[src/rtl/text_scroll_sequencer.sv]
// Arbitrates the scrolling text display between two requesters, streams the
// granted message into it, then issues column-play steps for the requested passes.
//
// state | meaning
// IDLE  | no owner; round-robin grant on any request
// LOAD  | accepting characters from the owner, one display step per accept
// PAD   | owner abandoned mid-load; fill the rest of the buffer with 7'h00
// PLAY  | prescaled 7'h7F column steps until steps_left runs out or owner leaves
module text_scroll_sequencer #(
  parameter int WORD_COUNT = 20,
  parameter int STEP_DIV   = 4
) (
  input  logic       clk,
  input  logic       rst_n,
  input  logic       req_0,
  input  logic       req_1,
  input  logic [6:0] ch_0,
  input  logic [6:0] ch_1,
  input  logic       vld_0,
  input  logic       vld_1,
  output logic       rdy_0,
  output logic       rdy_1,
  input  logic [3:0] loops,
  output logic [1:0] grant,
  output logic       busy,
  output logic       done_0,
  output logic       done_1,
  output logic [6:0] disp_din,
  output logic       disp_step
);

  localparam int PL_W  = $clog2(8 * WORD_COUNT + 1);
  localparam int SL_W  = PL_W + 4;
  localparam int CNT_W = $clog2(WORD_COUNT + 1);
  localparam int PS_W  = (STEP_DIV > 1) ? $clog2(STEP_DIV) : 1;

  typedef enum logic [1:0] {IDLE, LOAD, PAD, PLAY} state_t;

  state_t            state;
  logic              owner;
  logic              prio;
  logic [3:0]        loops_q;
  logic [CNT_W-1:0]  cnt;
  logic [PL_W-1:0]   pass_len;
  logic [SL_W-1:0]   steps_left;
  logic [PS_W-1:0]   presc;

  logic              req_sel;
  logic              vld_sel;
  logic              rdy_sel;
  logic [6:0]        ch_sel;
  logic [6:0]        ch_san;
  logic              accept;
  logic [PL_W-1:0]   pl_add;
  logic [PL_W-1:0]   pl_next;
  logic              presc_tc;
  logic              last_char;
  logic              pick;

  assign req_sel   = owner ? req_1 : req_0;
  assign vld_sel   = owner ? vld_1 : vld_0;
  assign rdy_sel   = owner ? rdy_1 : rdy_0;
  assign ch_sel    = owner ? ch_1  : ch_0;
  assign accept    = vld_sel & rdy_sel;
  // 7'h7F is reserved as the play command, so it is shown as a blank glyph
  assign ch_san    = (ch_sel == 7'h7F) ? 7'h40 : ch_sel;
  assign pl_add    = ch_san[6] ? PL_W'(8) : PL_W'(1);
  assign pl_next   = pass_len + pl_add;
  assign presc_tc  = (presc == PS_W'(STEP_DIV - 1));
  assign last_char = (cnt == CNT_W'(WORD_COUNT - 1));
  assign pick      = prio ? req_1 : ~req_0;

  always_ff @(posedge clk) begin
    if (!rst_n) begin
      state      <= IDLE;
      owner      <= 1'b0;
      prio       <= 1'b0;
      loops_q    <= 4'd0;
      cnt        <= '0;
      pass_len   <= '0;
      steps_left <= '0;
      presc      <= '0;
      grant      <= 2'b00;
      busy       <= 1'b0;
      rdy_0      <= 1'b0;
      rdy_1      <= 1'b0;
      done_0     <= 1'b0;
      done_1     <= 1'b0;
      disp_din   <= 7'h00;
      disp_step  <= 1'b0;
    end else begin
      disp_step <= 1'b0;
      disp_din  <= 7'h00;
      done_0    <= 1'b0;
      done_1    <= 1'b0;
      case (state)
        IDLE: begin
          if (req_0 | req_1) begin
            owner    <= pick;
            prio     <= ~pick;
            grant    <= pick ? 2'b10 : 2'b01;
            busy     <= 1'b1;
            rdy_0    <= ~pick;
            rdy_1    <= pick;
            loops_q  <= (loops == 4'd0) ? 4'd1 : loops;
            cnt      <= '0;
            pass_len <= '0;
            state    <= LOAD;
          end
        end
        LOAD: begin
          if (accept) begin
            disp_step <= 1'b1;
            disp_din  <= ch_san;
            cnt       <= cnt + 1'b1;
            pass_len  <= pl_next;
          end
          // an accept in the same cycle as an abandon still counts toward the buffer
          if (accept && last_char) begin
            steps_left <= SL_W'(pl_next) * SL_W'(loops_q);
            presc      <= '0;
            rdy_0      <= 1'b0;
            rdy_1      <= 1'b0;
            state      <= PLAY;
          end else if (!req_sel) begin
            rdy_0 <= 1'b0;
            rdy_1 <= 1'b0;
            state <= PAD;
          end
        end
        PAD: begin
          disp_step <= 1'b1;
          disp_din  <= 7'h00;
          cnt       <= cnt + 1'b1;
          if (last_char) begin
            grant <= 2'b00;
            busy  <= 1'b0;
            state <= IDLE;
          end
        end
        PLAY: begin
          if (steps_left == '0) begin
            done_0 <= ~owner;
            done_1 <= owner;
            grant  <= 2'b00;
            busy   <= 1'b0;
            state  <= IDLE;
          end else begin
            presc <= presc_tc ? '0 : presc + 1'b1;
            if (presc_tc) begin
              if (!req_sel) begin
                grant <= 2'b00;
                busy  <= 1'b0;
                state <= IDLE;
              end else begin
                disp_step  <= 1'b1;
                disp_din   <= 7'h7F;
                steps_left <= steps_left - 1'b1;
              end
            end
          end
        end
        default: state <= IDLE;
      endcase
    end
  end

endmodule

[config.mk]
export PLATFORM = sky130hd
export DESIGN_NAME = text_scroll_sequencer
export DESIGN_NICKNAME = d
export VERILOG_FILES = /design/src/rtl/text_scroll_sequencer.sv
export SDC_FILE = /design/constraint.sdc
export NUM_CORES = 1
export LEC_CHECK = 0
export CAP_MARGIN = 5
export CORE_ASPECT_RATIO = 1.75
export CORE_MARGIN = 1
export CORE_UTILIZATION = 58
export DETAILED_ROUTE_END_ITERATION = 6
export GPL_ROUTABILITY_DRIVEN = 0
export HOLD_SLACK_MARGIN = 0.02
export PLACE_DENSITY = 0.81
export SETUP_SLACK_MARGIN = 0.3
export SLEW_MARGIN = 20
export SYNTH_ARGS = -nofsm -noshare
export SYNTH_HDL_FRONTEND = slang
export SYNTH_SLANG_ARGS = --single-unit
[constraint.sdc]
create_clock -name clk -period 5.3 [get_ports clk]
set_clock_uncertainty 0.05 [all_clocks]
set_input_delay 1.06 -clock clk [delete_from_list [all_inputs] [get_ports clk]]
set_output_delay 1.06 -clock clk [all_outputs]
set_load 0.05 [all_outputs]
==> impl_metrics.yaml, run 1 <==
detailed_routing:
  routedWlPerCell_um: 17.51
  drt_pre_antenna_iters: 5
  drt_iter0_drc: 223
  routed_wl_um: 9996
  antenna_left: 0
  vias: 3521
  route.detailed.drc: 0
  vias_per_cell: 6.166
finish:
  diodes: 0
  instances_no_fill: 571
  seq_area_um2: 1001
  final_nets: 553
  areaGrowthSynthToFinish_pct: 19.38
  final_area_um2: 4417
  multiInputGateArea_um2: 2614
  drive_gt1_share_pct: 10.18
  nFillCells: 502
place:
  dp_hpwl_um: 7236
  port_buffers: 38
  placed_area_um2: 4172
  dp_cells: 561
setup_path:
  crit_path_end_kind: "flip-flop"
  start_kind: "input port"
  cp.arrival_ns: 5.07
  cp_slowest_cell: "fa_1"
  path_buf_inv: 4
  cp.required_ns: 5.49
  path_depth: 18
  crit_fanout: 5
  slowest_delay_ns: 0.48
  cpLargestDelayFamily: "adder cells"
  criticalPathCategory: "input port to flip-flop"
  cp_cell_sequence: "clkdlybuf4s50_1, mux2i_4, inv_2, ha_4, a41o_1, nand2_1, xnor2_2, buf_4, buf_4, and2_1, fa_1, ha_1, ha_1, nor3_1, nor2_1, o21ai_0, a31oi_1, o31ai_1"
  worstRegToRegCells: 17
global_route:
  overflow: 0
  grt_usage_pct: 29.86
  antenna_found_initial: 0
  grt_pass1_vias: 3473
  met3_usage_pct: 4.131
  top_usage_layer: "met2"
  grt_first_pass_wirelength_um: 15850
  grt_start_max_net_pins: 27
  grt_use_met1_pct: 28.93
  grt_util_met2_pct: 59.81
floorplanning:
  initial_utilization_pct: 59.86
  core-area_um2: 6181
  rows: 38
  dieArea_um2: 6715
  boundaryPins: 39
  die_x_um: 62.38
  fp.dieH_um: 107.7
clock_network:
  clk_latency_ns: 0.32
  clockBufferDepth: 2
  cts_max_level: 2
  cts_root_buf: "clkbuf_8"
  clk_pin_slew_ns: 0.11
  cts_tree: "done"
  cts_sinks: 50
  numCtsBuffers: 5
yosys:
  synth_nets: 512
  synth_warnings: 0
  synth_seq_cells: 50
  ys_types: 60
  synth_ff_type: "dfxtp_1"
  synthArstFlopShare_pct: 0
  yosysSeqAreaShare_pct: 27.05
  syn_area_per_cell_um2: 8.240
  syn_inst: 449
  synth_edf_count: 0
  syn_area_um2: 3700
sta:
  fin_crit_sh_pct: 92.12
  clock.fmax_ghz: 0.2048
  fin_crit_ns: 4.883
  rsz0062_at_grt: "no"
  hold_viol: 0
  slew_headroom_pct: 33.99
  tightest_slew_ns: 0.9826
  setup_violations: 0
  maxSlewViolCount: 0
power_and_ir_drop:
  ir_drop_mv: 0.1498
  p_leak_nw: 1.794
  p_per_area_nw_per_um2: 327.0
worst_hold_path:
  min_path_cells: 2
  min_path_type: "flip-flop to flip-flop"
job:
  maxCapViolations: 0
run_status:
  status: "finished clean"
-- state kept, by name (all words and copies together), names as in the netlist, 2 cells and up --
signal and flops:
steps_left 12, loops_q 4, state 2, grant 2, pass_len 8, cnt 5
presc 2, disp_din 7
-- final cells by class --
cell class	instances	area share, %
inverters	31	2.635
well taps	80	2.266
clock buffers	5	1.558
flip-flops and latches	50	22.66
multi-input cells	352	59.18
repair buffers	50	10.71
clock inverters	3	0.9915
-- Yosys cell counts (4+ instances only) --
master / instances / area [µm²]
xor2_1: 8 / 70.07
a22oi_1: 4 / 30.03
or4_1: 5 / 37.54
nor2_1: 45 / 168.9
and3_1: 6 / 37.54
dfxtp_1: 50 / 1001
nand3_1: 22 / 110.1
clkbuf_1: 12 / 45.04
and2_1: 22 / 137.6
o21ai_0: 8 / 40.04
ha_1: 27 / 337.8
nor2b_1: 7 / 43.79
mux2i_1: 10 / 100.1
fa_1: 12 / 240.2
o211ai_1: 5 / 37.54
nor3_1: 17 / 85.08
a21o_1: 5 / 37.54
a21oi_1: 27 / 135.1
o31ai_1: 5 / 37.54
a31oi_1: 11 / 68.82
nand2_1: 29 / 108.9
inv_1: 29 / 108.9
o21ai_1: 12 / 60.06
mux2_2: 6 / 67.56
xnor2_1: 6 / 52.55
nand2b_1: 4 / 25.02
-- placed cells by master (no fill, tap or decap), drive strengths merged, types with 7 or more instances in the layout --
cell and instances:
and2 22, xor2 8, mux2i 10, nand2 29, fa 12, nor3 17, buf 12, clkdlybuf4s50 37
nand3 22, nor2 45, dfxtp 50, a21oi 28, inv 31, a31oi 11, ha 27, o21ai 20
nor2b 7
-- path summary, 6_finish.rpt --
kind	start	end	slack [ns]
worst max-delay path	ch_1[6]	steps_left[11]	0.42
worst min-delay path	grant[1]	grant[1]	0.42
worst max register to register	owner	steps_left[11]	1.10
worst min register to register	grant[1]	grant[1]	0.42
-- repair_timing --
action / CTS / global route
setup endpoints to repair: 3 / 5
setup buffers: 0 / 2
hold buffers: 0 / 0
resized for setup: 7 / 13
pin swaps: 1 / 7
-- worst reg2reg max path, stage by stage (launching register included) --
cell	delay, ns
dfxtp_1	0.41
mux2i_4	0.33
inv_2	0.09
ha_4	0.30
a41o_1	0.19
nand2_1	0.09
xnor2_2	0.18
buf_4	0.15
buf_4	0.13
and2_1	0.18
fa_1	0.48
ha_1	0.30
ha_1	0.38
nor3_1	0.27
nor2_1	0.06
o21ai_0	0.22
a31oi_1	0.07
o31ai_1	0.25
-- routing by layer --
| metal | vias to the layer above | part of all wire, % |
|---|---|---|
| met5 | - | 0 |
| met4 | 0 | 3.7 |
| met3 | 27 | 3.4 |
| met2 | 102 | 55 |
| met1 | 1698 | 37 |
| li1 | 1694 | - |
-- per-stage QoR --
step                      setup TNS (ns)  power, mW  worst slack, ns  hold WS [ns]  util, %
final                                  0      1.444           0.4174        0.4167    71.46
after global placement                 0      1.107         0.006766        0.3947    67.49
after floorplan                        0     0.9493           0.6082        0.3862        -
after detailed placement         -0.1586      1.127         -0.08829        0.4054    67.49
after CTS                              0      1.418           0.3118        0.4200    70.10
after global routing                   0      1.528           0.2621        0.4484    71.46
-- where the power goes --
part           internal [mW]  leakage [nW]  total, mW  switching, mW
Clock                  0.142        0.0585      0.285          0.143
Sequential             0.425         0.406      0.475         0.0504
Combinational          0.257          1.33      0.684          0.427
-- logic make-up after synthesis --
family	after synthesis	synth area share, %
muxes	16	4.532
DFF	50	27.05
buffers and inverters	47	5.410
and+or+nand+nor	177	24.52
adders and majority gates	39	15.62
AOI/OAI and AO/OA	106	19.55
xor gates and xnor gates	14	3.314
No activity file was read; power rests on OpenSTA's default activity.
==> inputs of run 2 (changes only) <==
--- a/config.mk
+++ b/config.mk
@@ -8,11 +8,12 @@
 export CAP_MARGIN = 5
 export CORE_ASPECT_RATIO = 1.75
 export CORE_MARGIN = 1
-export CORE_UTILIZATION = 58
+export CORE_UTILIZATION = 45
 export DETAILED_ROUTE_END_ITERATION = 6
 export GPL_ROUTABILITY_DRIVEN = 0
 export HOLD_SLACK_MARGIN = 0.02
-export PLACE_DENSITY = 0.81
+export PLACE_DENSITY = 0.66
+export RECOVER_POWER = 25
 export SETUP_SLACK_MARGIN = 0.3
 export SLEW_MARGIN = 20
 export SYNTH_ARGS = -nofsm -noshare
==> impl_metrics.yaml, run 2 (synthesis results as in run 1) <==
sta:
  fin_crit_ns: 4.840
  holdWs_ns: 0.4108
  tightest_slew_ns: 0.9934
  slew_headroom_pct: 33.26
  setup_violations: 0
  fin_crit_sh_pct: 91.33
  rsz0062_at_grt: "no"
  fin_tns_setup_ns: 0
  clock.fmax_ghz: 0.2066
  hold_viol: 0
  maxSlewViolCount: 0
  worst_slack_ns: 0.4596
run_status:
  violations: "design-rule violations"
  status: "finished, violations left"
global_route:
  grt_start_max_net_pins: 27
  overflow: 0
  antenna_found_initial: 0
  grt_usage_pct: 24.22
  grt_first_pass_wirelength_um: 16170
  grt_pass1_vias: 3436
power_and_ir_drop:
  ir_drop_mv: 0.2026
  p_per_area_nw_per_um2: 349.4
  p_leak_nw: 1.922
floorplanning:
  fp.dieH_um: 122.0
  initial_utilization_pct: 46.46
  boundaryPins: 39
  core-area_um2: 7963
  die_x_um: 70.55
  dieArea_um2: 8603
  rows: 43
detailed_routing:
  routed_wl_um: 9880
  drt_pre_antenna_iters: 6
  vias_per_cell: 5.932
  routedWlPerCell_um: 16.69
  route.detailed.drc: 16
  vias: 3512
  antenna_left: 0
  drt_iter0_drc: 250
finish:
  final_area_um2: 4579
  final_util_pct: 57.51
  drive_gt1_share_pct: 11.16
  areaGrowthSynthToFinish_pct: 23.77
  reg_top3: "steps_left: 12 flops, pass_len: 8 flops, disp_din: 7 flops"
  largest_reg_flops: 12
  regMostFlops: "steps_left"
  diodes: 0
  final_nets: 564
  final_common_cell: "dfxtp_1"
  final_cell_mix: "dfxtp_1 (50), nor2_1 (45), inv_1 (28), nand2_1 (28), a21oi_1 (27)"
place:
  dp_hpwl_um: 7418
  pre_cts_slack_ns: -0.05034
  port_buffers: 38
  placed_area_um2: 4259
setup_path:
  cp_cell_sequence: "clkdlybuf4s50_1, mux2i_4, ha_2, ha_4, a31oi_2, nor2_1, xor2_1, and2_1, fa_1, inv_1, fa_1, inv_1, ha_4, nand3_1, o2111ai_2, xnor2_1, nor3_1, o31a_1"
  slowest_delay_ns: 0.53
  reg2reg_from: "owner"
  cp.required_ns: 5.44
  r2r_slack_ns: 1.18
  r2r-end: "steps_left[7]"
  start_kind: "input port"
  criticalPathCategory: "input port to flip-flop"
  crit_start: "ch_1[6]"
  crit_path_end_kind: "flip-flop"
  worstRegToRegCells: 17
  cp_slowest_cell: "fa_1"
  path_buf_inv: 3
  crit_fanout: 5
  cp.arrival_ns: 4.98
  cpLargestDelayFamily: "adder cells"
clock_network:
  cts_sinks: 50
  holdBufCountCts: 0
  cts_root_buf: "clkbuf_16"
  numCtsBuffers: 5
  cts_max_level: 2
  clk_latency_ns: 0.30
  clockBufferDepth: 2
  clk_pin_slew_ns: 0.07
  cts_tree: "done"
worst_hold_path:
  hold_path_startpoint: "grant[0]"
  min_to: "grant[0]"
  min_path_cells: 2
  min_path_type: "flip-flop to flip-flop"
job:
  maxCapViolations: 0
==> run 2: changes by cell type in the layout (fill, tap and decap cells not counted), moves of 2 or more <==
cell | before | now
clkbuf_16 | 0 | 5
a21oi_2 | 3 | 1
clkdlybuf4s50_1 | 37 | 26
dlygate4sd3_1 | 0 | 11
clkbuf_8 | 5 | 1
a21oi_1 | 25 | 27
buf_4 | 12 | 23
==> run 2: tightest hold or removal path, stage by stage, from the launching register on <==
cell and delay, ns:
dfxtp_1 0.31, nand2_1 0.05, mux2i_1 0.06
==> run 2: per-layer routing <==
layer | wire [µm] | up-vias | share of wire, % | GRT usage [%]
met3 | 416 | 22 | 4.2 | 3.060
met2 | 5422 | 108 | 55 | 46.48
li1 | - | 1714 | - | -
met1 | 3689 | 1668 | 37 | 24.99
met5 | 0 | - | 0 | 0
met4 | 351 | 0 | 3.6 | 13.38
==> run 2: what timing repair did <==
item,4_1_cts,5_1_grt
gates resized for setup,8,9
cloned,0,0
setup buffers,2,1
pin swaps,2,6
endpoints found under the setup margin,3,5
==> run 2: metrics by stage <==
step	total power, mW	std cells
6_report	1.600	592
5_1_grt	1.693	592
4_1_cts	1.602	591
3_5_place_dp	1.151	581
3_3_place_gp	1.147	581
2_1_floorplan	0.9493	449
==> run 2: worst max path at each step <==
stage                      to  slack, ns  cells after the start
6_report        steps_left[8]       0.46                     18
5_1_grt         steps_left[7]       0.30                     18
4_1_cts        steps_left[10]       0.30                     17
3_5_place_dp   steps_left[10]      -0.05                     17
3_3_place_gp   steps_left[10]       0.01                     18
2_1_floorplan  steps_left[10]       0.61                     17
==> run 2: layout make-up <==
cell class | count | area, µm²
clock buffer | 6 | 138.9
clock inverter | 2 | 60.06
fill | 716 | 3383
inverter | 31 | 116.4
multi-input combinational | 352 | 2595
sequential | 50 | 1001
tap | 90 | 112.6
timing repair buffer | 61 | 555.5
==> run 2: power breakdown <==
group / switching (mW) / internal [mW] / total [mW]
clock: 0.150 / 0.284 / 0.434
sequential: 0.0509 / 0.425 / 0.476
combinational: 0.424 / 0.266 / 0.690
total: 0.625 / 0.975 / 1.60
